$ cat src/rtl/imm_gen_pkg.sv
// Shared opcode constants and immediate format codes for the decode-stage immediate generator.
package imm_gen_pkg;

   localparam int unsigned INST_W = 32;
   localparam int unsigned OPC_W  = 7;

   localparam logic [OPC_W-1:0] OPC_LOAD      = 7'b0000011;
   localparam logic [OPC_W-1:0] OPC_MISC_MEM  = 7'b0001111;
   localparam logic [OPC_W-1:0] OPC_OP_IMM    = 7'b0010011;
   localparam logic [OPC_W-1:0] OPC_AUIPC     = 7'b0010111;
   localparam logic [OPC_W-1:0] OPC_OP_IMM_32 = 7'b0011011;
   localparam logic [OPC_W-1:0] OPC_STORE     = 7'b0100011;
   localparam logic [OPC_W-1:0] OPC_OP        = 7'b0110011;
   localparam logic [OPC_W-1:0] OPC_LUI       = 7'b0110111;
   localparam logic [OPC_W-1:0] OPC_OP_32     = 7'b0111011;
   localparam logic [OPC_W-1:0] OPC_BRANCH    = 7'b1100011;
   localparam logic [OPC_W-1:0] OPC_JALR      = 7'b1100111;
   localparam logic [OPC_W-1:0] OPC_JAL       = 7'b1101111;
   localparam logic [OPC_W-1:0] OPC_SYSTEM    = 7'b1110011;

   typedef enum logic [2:0] {
      FMT_NONE  = 3'd0,
      FMT_I     = 3'd1,
      FMT_S     = 3'd2,
      FMT_B     = 3'd3,
      FMT_U     = 3'd4,
      FMT_J     = 3'd5,
      FMT_SHAMT = 3'd6,
      FMT_Z     = 3'd7
   } imm_fmt_e;

endpackage

$ cat src/rtl/imm_gen_pipe_decode.sv
// Combinational base-ISA immediate decoder (module imm_decode), XLEN = 32 or 64.
// IMMGEN_ZICSR_EN enables the CSR*I zero-extended uimm (fmt Z).
module imm_decode
   import imm_gen_pkg::*;
#(
   parameter int unsigned XLEN = 32
) (
   input  logic [INST_W-1:0] inst,
   output logic [XLEN-1:0]   imm_c,
   output imm_fmt_e          fmt_c,
   output logic              illegal_c
);

   logic [OPC_W-1:0] opcode;
   logic [2:0]       funct3;
   logic             is_shift;
   logic [XLEN-1:0]  imm_i, imm_s, imm_b, imm_j, imm_u, shamt, shamt_w;

   assign opcode   = inst[6:0];
   assign funct3   = inst[14:12];
   assign is_shift = (funct3 == 3'b001) || (funct3 == 3'b101);

   // Sign-extending casts of each immediate layout
   assign imm_i   = XLEN'($signed(inst[31:20]));
   assign imm_s   = XLEN'($signed({inst[31:25], inst[11:7]}));
   assign imm_b   = XLEN'($signed({inst[31], inst[7], inst[30:25], inst[11:8], 1'b0}));
   assign imm_j   = XLEN'($signed({inst[31], inst[19:12], inst[20], inst[30:21], 1'b0}));
   assign imm_u   = XLEN'($signed({inst[31:12], 12'b0}));
   assign shamt   = (XLEN == 64) ? XLEN'(inst[25:20]) : XLEN'(inst[24:20]);
   assign shamt_w = XLEN'(inst[24:20]);

   always_comb begin
      imm_c     = '0;
      fmt_c     = FMT_NONE;
      illegal_c = 1'b0;
      case (opcode)
         OPC_LOAD, OPC_JALR: begin
            imm_c = imm_i;
            fmt_c = FMT_I;
         end
         OPC_OP_IMM: begin
            imm_c = is_shift ? shamt : imm_i;
            fmt_c = is_shift ? FMT_SHAMT : FMT_I;
         end
         OPC_OP_IMM_32: begin
            if (XLEN == 64) begin
               imm_c = is_shift ? shamt_w : imm_i;
               fmt_c = is_shift ? FMT_SHAMT : FMT_I;
            end else begin
               illegal_c = 1'b1;
            end
         end
         OPC_STORE: begin
            imm_c = imm_s;
            fmt_c = FMT_S;
         end
         OPC_BRANCH: begin
            imm_c = imm_b;
            fmt_c = FMT_B;
         end
         OPC_JAL: begin
            imm_c = imm_j;
            fmt_c = FMT_J;
         end
         OPC_LUI, OPC_AUIPC: begin
            imm_c = imm_u;
            fmt_c = FMT_U;
         end
         OPC_OP, OPC_MISC_MEM: ;
         OPC_OP_32:
            illegal_c = (XLEN != 64);
         OPC_SYSTEM: begin
`ifdef IMMGEN_ZICSR_EN
            if (funct3 == 3'b101 || funct3 == 3'b110 || funct3 == 3'b111) begin
               imm_c = XLEN'(inst[19:15]);
               fmt_c = FMT_Z;
            end
`endif
         end
         default:
            illegal_c = 1'b1;
      endcase
   end

endmodule

$ cat src/rtl/imm_gen_pipe.sv
// Registered valid/ready immediate generator with a two-entry skid buffer (M = output, S = skid).
// Optional IMMGEN_ZICSR_EN is handled inside imm_decode.
module imm_gen_pipe
   import imm_gen_pkg::*;
#(
   parameter int unsigned XLEN  = 32,
   parameter int unsigned TAG_W = 32
) (
   input  logic              clk,
   input  logic              rst_n,
   input  logic              in_valid,
   output logic              in_ready,
   input  logic [INST_W-1:0] in_inst,
   input  logic [TAG_W-1:0]  in_tag,
   output logic              out_valid,
   input  logic              out_ready,
   output logic [XLEN-1:0]   out_imm,
   output imm_fmt_e          out_fmt,
   output logic              out_illegal,
   output logic [TAG_W-1:0]  out_tag
);

   logic [XLEN-1:0]  dec_imm;
   imm_fmt_e         dec_fmt;
   logic             dec_illegal;

   logic             s_valid;
   logic [XLEN-1:0]  s_imm;
   imm_fmt_e         s_fmt;
   logic             s_illegal;
   logic [TAG_W-1:0] s_tag;

   logic accept, drain;
   logic m_load_in, m_load_s, m_clear, s_load, s_clear, s_valid_nxt;

   imm_decode #(.XLEN(XLEN)) u_decode (
      .inst      (in_inst),
      .imm_c     (dec_imm),
      .fmt_c     (dec_fmt),
      .illegal_c (dec_illegal)
   );

   assign accept = in_valid && in_ready;
   assign drain  = out_valid && out_ready;

   // Steering: S has priority into M; incoming goes to M if it is free or emptying
   always_comb begin
      m_load_in = 1'b0;
      m_load_s  = 1'b0;
      m_clear   = 1'b0;
      s_load    = 1'b0;
      s_clear   = 1'b0;
      if (drain) begin
         if (s_valid) begin
            m_load_s = 1'b1;
            s_clear  = 1'b1;
         end else if (accept) begin
            m_load_in = 1'b1;
         end else begin
            m_clear = 1'b1;
         end
      end else if (accept) begin
         if (!out_valid) m_load_in = 1'b1;
         else            s_load    = 1'b1;
      end
      s_valid_nxt = (s_valid && !s_clear) || s_load;
   end

   always_ff @(posedge clk or negedge rst_n) begin
      if (!rst_n) begin
         s_valid  <= 1'b0;
         in_ready <= 1'b1;
      end else begin
         s_valid  <= s_valid_nxt;
         in_ready <= !s_valid_nxt;
      end
   end

   // Main register drives the outputs directly
   always_ff @(posedge clk or negedge rst_n) begin
      if (!rst_n) begin
         out_valid   <= 1'b0;
         out_imm     <= '0;
         out_fmt     <= FMT_NONE;
         out_illegal <= 1'b0;
         out_tag     <= '0;
      end else if (m_load_s) begin
         out_valid   <= 1'b1;
         out_imm     <= s_imm;
         out_fmt     <= s_fmt;
         out_illegal <= s_illegal;
         out_tag     <= s_tag;
      end else if (m_load_in) begin
         out_valid   <= 1'b1;
         out_imm     <= dec_imm;
         out_fmt     <= dec_fmt;
         out_illegal <= dec_illegal;
         out_tag     <= in_tag;
      end else if (m_clear) begin
         out_valid   <= 1'b0;
      end
   end

   always_ff @(posedge clk or negedge rst_n) begin
      if (!rst_n) begin
         s_imm     <= '0;
         s_fmt     <= FMT_NONE;
         s_illegal <= 1'b0;
         s_tag     <= '0;
      end else if (s_load) begin
         s_imm     <= dec_imm;
         s_fmt     <= dec_fmt;
         s_illegal <= dec_illegal;
         s_tag     <= in_tag;
      end
   end

endmodule

$ cat config.mk
export PLATFORM = sky130hd
export DESIGN_NAME = imm_gen_pipe
export DESIGN_NICKNAME = d
export VERILOG_FILES = /design/src/rtl/imm_gen_pkg.sv /design/src/rtl/imm_gen_pipe_decode.sv /design/src/rtl/imm_gen_pipe.sv
export SDC_FILE = /design/constraint.sdc
export NUM_CORES = 1
export LEC_CHECK = 0
export BUFFER_PORTS_ARGS = -buffer_cell sky130_fd_sc_hd__buf_2
export CAP_MARGIN = 20
export CORE_MARGIN = 2
export CORE_UTILIZATION = 41
export DETAILED_ROUTE_END_ITERATION = 12
export MAX_ROUTING_LAYER = met4
export SETUP_SLACK_MARGIN = 0.02
export SYNTH_ARGS = -nofsm -noshare
export SYNTH_HDL_FRONTEND = slang
export SYNTH_HIERARCHICAL = 1
export SYNTH_SLANG_ARGS = --single-unit
$ cat constraint.sdc
create_clock -name clk -period 2.2 [get_ports clk]
set_input_delay 0.11 -clock clk [delete_from_list [all_inputs] [get_ports clk]]
set_output_delay 0.11 -clock clk [all_outputs]
set_load 0.03 [all_outputs]
Word level (Yosys, flattened, before mapping). Index checks and enable logic that the tools add are counted.

Equality and inequality tests: 13. Multiplexer cells: 29. Reductions and logical operators: 12.

Operators by type and width (number): 32-bit one-hot mux with 6 select lines (1); 32-bit 2-to-1 mux (5); 7-bit == test, second input constant (4); 7-bit by 6-bit == test with 1-bit output, second input constant (3); 1-bit 2-to-1 mux (19); 3-bit one-hot mux with 6 select lines (1); 7-bit by 5-bit == test with 1-bit output, second input constant (2); 11-bit OR reduction (1); 3-bit 2-to-1 mux (3); 7-bit by 2-bit == test with 1-bit output, second input constant (1); 7-bit by 4-bit == test with 1-bit output, second input constant (1); 2-bit OR reduction (2); 3-bit by 1-bit == test with 1-bit output, second input constant (1); 3-bit == test, second input constant (1); 1-bit logical AND (3); 3-bit nonzero test (1); 1-bit logical NOT (2); 1-bit logical OR (2); 2-bit nonzero test (1).

Register bits: 139. Input port bits: 68. Output and inout port bits: 70. Word-level logic and storage cells: 65.

Depth between registers and ports, before layout. Gate-level depths: netlist (run 1).

Depth after elaboration: 7. Depth in mapped cells: 7. Depth with buffers taken out: 6.

Hierarchy. The synthesis (run 1) kept the hierarchy.

By module, submodules not included: imm_gen_pipe (times used 1, cells an instance 377, area each 5964.5 um2); imm_decode (times used 1, cells an instance 95, area each 565.5 um2).

Worst setup path after synthesis (run 1). Ideal clock, no wire load.

Path kind: reg2reg. Start: register in_ready. End: register out_fmt[0]. Library setup time: 0.125 ns. Arrival: 1.626 ns. Data required time: 2.075 ns. Setup slack: 0.449 ns. Stages on the path, launching flop included: 6. Buffers on the path: 2. Cell sequence: dfstp_2 nand2_1 a21oi_2 buf_2 buf_4 mux2_2.

Cells in the longest elaborated chain, start to end: 5. Elaborated cells on any way between the ends: 6. Classes of those cells: 4 x mux; 2 x reduce/logical.

Ends and longest elaborated chain: start, declared (line imm_gen_pipe.sv:12) `output logic in_ready,`; start signal, assigned (line imm_gen_pipe.sv:75) `in_ready <= !s_valid_nxt;`; 1-bit logical AND * (line imm_gen_pipe.sv:43) `assign accept = in_valid && in_ready;`; 1-bit 2-to-1 mux (line imm_gen_pipe.sv:57) `end else if (accept) begin`; 1-bit 2-to-1 mux (line imm_gen_pipe.sv:54) `if (s_valid) begin`; 1-bit 2-to-1 mux * (line imm_gen_pipe.sv:53) `if (drain) begin`; 2-bit nonzero test (no line) *; end signal, assigned (line imm_gen_pipe.sv:90) `out_fmt <= s_fmt;`; end signal, assigned (line imm_gen_pipe.sv:96) `out_fmt <= dec_fmt;`; end, declared (line imm_gen_pipe.sv:18) `output imm_fmt_e out_fmt,`.

Every way passes the cells marked *; elsewhere a longest branch is shown, timed or not. A chain may end at the register's enable or synchronous reset.

Worst setup path in the final report (run 1).
Start: register out_valid. End: register s_tag[1].

Cells in the longest elaborated chain, start to end: 3. Elaborated cells on any way between the ends: 4. Classes of those cells: 3 x mux; 1 x reduce/logical.

Ends and longest elaborated chain: start, declared (line imm_gen_pipe.sv:15) `output logic out_valid,`; start signal, assigned (line imm_gen_pipe.sv:82) `out_valid <= 1'b0;`; start signal, assigned (line imm_gen_pipe.sv:88) `out_valid <= 1'b1;`; start signal, assigned (line imm_gen_pipe.sv:94) `out_valid <= 1'b1;`; 1-bit 2-to-1 mux (line imm_gen_pipe.sv:63) `if (!out_valid) m_load_in = 1'b1;`; 1-bit 2-to-1 mux (line imm_gen_pipe.sv:62) `end else if (accept) begin`; 1-bit 2-to-1 mux * (line imm_gen_pipe.sv:53); end signal, assigned (line imm_gen_pipe.sv:114) `s_tag <= in_tag;`; end, declared (line imm_gen_pipe.sv:31) `logic [TAG_W-1:0] s_tag;`.

Marks and branches as above.

==> results_dict.tcl, run 1 <==
set metrics [dict create \
    outcome "finished, final reports clean" \
    antenna_cells 0 \
    antenna_found_initial 0 \
    synth_seq_cells 139 \
    slew_viol_final 0 \
    dpl_cell_area_um2 7520 \
    finalSetupViolations 0 \
    crit_required_ns 2.49 \
    r2r-end "s_tag[1]$_DFFE_PN0P_" \
    hold_end "s_imm[15]$_DFFE_PN0P_" \
    grt_usage_pct 18.6 \
    critPathKind "reg -> reg" \
    ys_top_cells_by_count "dfrtp_1, mux2_2, mux2_1, nand2_1, buf_2" \
    crit_start "out_valid$_DFFE_PN0P_" \
    grt_pass1_vias 4504 \
    synth.top_cells.by_area "dfrtp_1, mux2_2, mux2_1" \
    die_w_um 130 \
    vdd_drop_max_mv 0.610 \
    fin_nets 712 \
    finalClockSkew_ns 0.00580 \
    grt_pass1_wl_um 23100 \
    firstDrtPassIters 4 \
    dieArea_um2 17000 \
    ant_nets 0 \
    cp-start-kind "register" \
    period_share_pct 85.4 \
    die_h_um 130 \
    end_kind "register" \
    place_congestion 0.813 \
    ios 138 \
    cp_max_fo 30 \
    via_per_inst 4.99 \
    tightest_slew_ns 0.708 \
    cts_tree "built" \
    grt_max_degree 54 \
    ys_async_sr_fraction_pct 100 \
    drc 0 \
    setup_tns_ns 0 \
    synth-edff-count 0 \
    maxCapViolations 0 \
    crit_arrival_ns 2.17 \
    syn_inst 472 \
    synth_ff_type "dfrtp_1" \
    power.density_nw_per_um2 1180 \
    io_buffers 137 \
    yosysWarnings 6 \
    yosysTopAreaCell "dfrtp_1" \
    vias 4355 \
    cts_buffers 17 \
    clk_path_buf_depth 2 \
    core_um2 15700 \
    clk_latency_ns 0.42 \
    area_growth_pct 30.3 \
    hold_viol_final 0 \
    drive_above_1_share_pct 47.3 \
    start_util_pct 41.6 \
    netlist_area_um2 6530 \
    wirelength_um 14700 \
    finalPower_mw 10.0 \
    hpwlAfterDp_um 10000 \
    yosys.cell_count.top_type "dfrtp_1" \
    num_rows 46 \
    yosysSeqAreaShare_pct 53.3 \
    cts_max_level 4 \
    gr-total-overflow 0 \
    reg2reg_slack_ns 0.32 \
    finalInstanceArea_um2 8510 \
    cts_setup_buffers 0 \
    r2r-start "out_valid$_DFFE_PN0P_" \
    holdCritStartpoint "in_inst[15]" \
    yosysTopAreaCellShare_pct 52.9 \
    min_period_ns 1.88 \
    path_clk_slew_ns 0.06 \
    syn_avg_cell_area_um2 13.8 \
    hold_path_class "in -> reg" \
    postSynthNetCount 540 \
    p_leak_nw 4.26 \
    route.detailed.wl_per_inst_um 16.8 \
    clockRootBuffer "clkbuf_16" \
    rsz0062_at_grt "no" \
    slew_headroom_pct 52.4 \
    reg2reg_depth 4 \
    cts_sinks 139 \
    fmax_ghz 0.533 \
    synth.distinct_cells 42 \
    drt_iter0_drc 181 \
    hold_depth 3 \
]
## state kept, by name (all words and copies together) (netlist names)
signal	count
out_valid	1
out_illegal	1
s_fmt	3
s_tag	32
in_ready	1
s_imm	32
out_imm	32
out_fmt	3
s_valid	1
s_illegal	1
out_tag	32
## worst max-delay path by stage
stage / endpoint / slack (ns) / cells after the start
floorplan: out_fmt[0]$_DFFE_PN0P_ / 0.45 / 5
global placement: out_imm[31]$_DFFE_PN0P_ / 0.19 / 7
detailed placement: out_imm[16]$_DFFE_PN0P_ / 0.17 / 7
CTS: s_tag[1]$_DFFE_PN0P_ / 0.31 / 4
global route: s_tag[19]$_DFFE_PN0P_ / 0.21 / 4
finish: s_tag[1]$_DFFE_PN0P_ / 0.32 / 4
## cell type report
type                       count  area (um2)
inverter                       1        3.75
sequential                   139        3480
tap                          216         270
multi-input combinational    304        2920
timing repair buffer         181        1180
clock inverter                13         216
fill                        1373        7200
clock buffer                  19         433
## power by group
group / total (mW) / switching [mW] / internal (mW)
combinational: 3.18 / 1.81 / 1.37
sequential: 3.72 / 0.381 / 3.34
clock: 3.13 / 1.11 / 2.02
total: 10.0 / 3.30 / 6.73
## cell families (layout without fill, tap and decap cells)
logic type	after synthesis	after routing	synth area share [%]
buffers and inverters	29	214	2.38
DFF	139	139	53.3
and+or+nand+nor	66	66	5.44
muxes	204	204	35.2
AOI/OAI and AO/OA	34	34	3.72
## cell usage in the layout, fill, tap and decap left out, drive strengths merged, types with 3 or more instances in the layout
master         n
dlygate4sd3   34
clkinvlp       3
bufinv         5
nor2           5
dfrtp        138
a21boi         6
mux2         204
a21oi          3
a22o           4
a21o           9
nor2b          3
o21ai          6
clkbuf        19
nand3         15
buf          147
clkinv         4
nand2         25
## critical path: stages (launching register included)
cell and delay, ns:
dfrtp_1 0.45, nor2b_1 0.37, nand3_4 0.28, buf_12 0.27, mux2_1 0.34
## per-stage QoR
step	hold slack, ns	instances	worst slack, ns	utilization, %
CTS	0.00861	873	0.308	54.1
detailed placement	0.0250	807	0.172	47.9
global route	0.0277	873	0.212	54.1
floorplan	-0.186	472	0.449	-
global placement	0.0174	807	0.191	47.9
finish	0.0329	873	0.322	54.1
## routing by layer
layer | wire, um | track usage, % | vias up
met1 | 6440 | 22.9 | 2197
met2 | 7500 | 30.2 | 81
met4 | 184 | 6.26 | 0
met3 | 569 | 4.31 | 15
li1 | - | - | 2062
met5 | 0 | - | -
## what timing repair did
action | CTS | global route
gates resized for setup | 0 | 0
hold buffers | 34 | 0
hold endpoints to repair | 171 | 0
Note: power is estimated with default switching activity, not from simulation.
==> inputs of run 2 (changes only) <==
--- a/config.mk
+++ b/config.mk
@@ -9,6 +9,7 @@
 export CAP_MARGIN = 20
 export CORE_MARGIN = 2
 export CORE_UTILIZATION = 41
+export CTS_BUF_LIST = sky130_fd_sc_hd__clkbuf_8 sky130_fd_sc_hd__clkbuf_16
 export DETAILED_ROUTE_END_ITERATION = 12
 export MAX_ROUTING_LAYER = met4
 export SETUP_SLACK_MARGIN = 0.02
==> run 2 against run 1 <==
Against the previous run:
- highest routed layer unchanged
- fmax increased by 0.15%
- clock power about the same
- routed wire length about the same
- cell area unchanged
- global-route usage unchanged
- register-to-register slack about the same
- sequential power about the same
- largest power group unchanged
- power decreased by 0.11%
==> results_dict.tcl, run 2 (same netlist as run 1, synthesis figures left out) <==
set metrics [dict create \
    critPathSlowestCell "dfrtp_1" \
    crit_start "out_valid$_DFFE_PN0P_" \
    path_clk_slew_ns 0.06 \
    final_cell_mix "dfrtp_1, buf_2, mux2_2" \
    slew_headroom_pct 52.9 \
    post-place-ws_ns 0.172 \
    critPathKind "reg -> reg" \
    hold_path_class "in -> reg" \
    num_rows 46 \
    p_leak_nw 4.27 \
    reg2reg_depth 4 \
    finalClockSkew_ns 0.00582 \
    crit_family "simple AND/OR/NAND/NOR gates" \
    wirelength_um 14700 \
    cp_max_fo 30 \
    use_met1_pct 22.9 \
    antenna_cells 0 \
    cts_buffers 17 \
    core_um2 15700 \
    reg2reg_slack_ns 0.33 \
    dp.cells 807 \
    die_w_um 130 \
    cts_resized 0 \
    busiest_layer "met2" \
    setup_tns_ns 0 \
    fmax_ghz 0.533 \
    critPathMaxStageDelay_ns 0.45 \
    critical_path_depth 4 \
    finalSetupViolations 0 \
    hold_viol_final 0 \
    r2r-end "s_tag[1]$_DFFE_PN0P_" \
    instances_no_fill 873 \
    via_per_inst 5.01 \
    grtUsageMet3_pct 4.31 \
    grt_pass1_wl_um 23100 \
    route.detailed.wl_per_inst_um 16.8 \
    ant_nets 0 \
    whs_ns 0.0349 \
    slew_viol_final 0 \
    hpwlAfterDp_um 10000 \
    outcome "finished, final reports clean" \
    path_cells "nor2b_1 -> nand3_4 -> buf_12 -> mux2_1" \
    cts_sinks 139 \
    rsz0062_at_grt "no" \
    dieArea_um2 17000 \
    drive_above_1_share_pct 47.3 \
    die_h_um 130 \
    grt_usage_pct 18.6 \
    seq_area_um2 3480 \
    finalPower_mw 10.0 \
    clockRootBuffer "clkbuf_16" \
    fin_ws_ns 0.325 \
    clk_latency_ns 0.42 \
    crit_required_ns 2.49 \
    final_common_cell "dfrtp_1" \
    r2r-start "out_valid$_DFFE_PN0P_" \
    cts_max_level 4 \
    antenna_found_initial 0 \
    grt_pass1_vias 4504 \
    clk_path_buf_depth 2 \
    cp-start-kind "register" \
    cts_tree "built" \
    drt_iter0_drc 177 \
    crit_arrival_ns 2.17 \
    vias 4374 \
    grt_max_degree 54 \
    nFillCells 1373 \
    worst-path-buf-inv 1 \
    period_share_pct 85.2 \
    ios 138 \
    maxCapViolations 0 \
    start_util_pct 41.6 \
    vdd_drop_max_mv 0.610 \
    area_growth_pct 30.3 \
    io_buffers 137 \
    tightest_slew_ns 0.701 \
    use_met2_pct 30.2 \
    crit_path_end "s_tag[1]$_DFFE_PN0P_" \
    power.density_nw_per_um2 1180 \
    multiInputGateArea_um2 2920 \
    min_period_ns 1.87 \
    fin_nets 712 \
    drc 0 \
    gr-total-overflow 0 \
    end_kind "register" \
    place_congestion 0.813 \
    firstDrtPassIters 4 \
]
run 2: changes by cell type in the layout (fill, tap and decap cells not counted), sizes merged:
cell    change
clkbuf      -2
inv         +2
run 2: report_power, final:
| group | internal, mW | switching, mW | leakage (nW) | total [mW] |
|---|---|---|---|---|
| sequential | 3.34 | 0.382 | 1.78 | 3.72 |
| combinational | 1.37 | 1.81 | 2.18 | 3.18 |
| clock | 2.01 | 1.11 | 0.312 | 3.12 |
run 2: tightest hold or removal path, cell delays in order:
cell and delay (ns):
buf_2 0.08, a21o_1 0.10, mux2_1 0.12
run 2: worst min path at each step:
stage,start,end,slack (ns),depth (start not counted)
floorplan,rst_n,out_fmt[0]$_DFFE_PN0P_,-0.19,0
detailed placement,rst_n,s_tag[22]$_DFFE_PN0P_,0.02,1
CTS,in_inst[15],s_imm[15]$_DFFE_PN0P_,0.009,3
global placement,rst_n,s_tag[22]$_DFFE_PN0P_,0.02,1
finish,in_inst[15],s_imm[15]$_DFFE_PN0P_,0.03,3
global route,in_inst[12],s_imm[12]$_DFFE_PN0P_,0.03,3
run 2: area by class of cell:
type                    instances  share of cell area (%)
clock buffers                  17                    5.00
clock inverters                15                    2.63
inverters                       1                  0.0441
multi-input cells             304                    34.4
flip-flops and latches        139                    40.9
well taps                     216                    3.18
repair buffers                181                    13.9
run 2: through the flow:
stage	area (um2)	utilization, %
after global placement	7520	47.9
after detailed placement	7520	47.9
final	8510	54.1
after CTS	8510	54.1
after floorplan	6530	-
after global routing	8510	54.1
run 2: per-layer routing:
layer  wire length (um)  up-vias
met3                630       15
met4                182        0
met2               7460       88
li1                   -     2065
met5                  0        -
met1               6410     2206
run 2: repair_timing:
| item | 4_1_cts | 5_1_grt |
|---|---|---|
| hold endpoints to repair | 171 | 0 |
| hold buffers | 34 | 0 |
| buffers inserted | 0 | 0 |
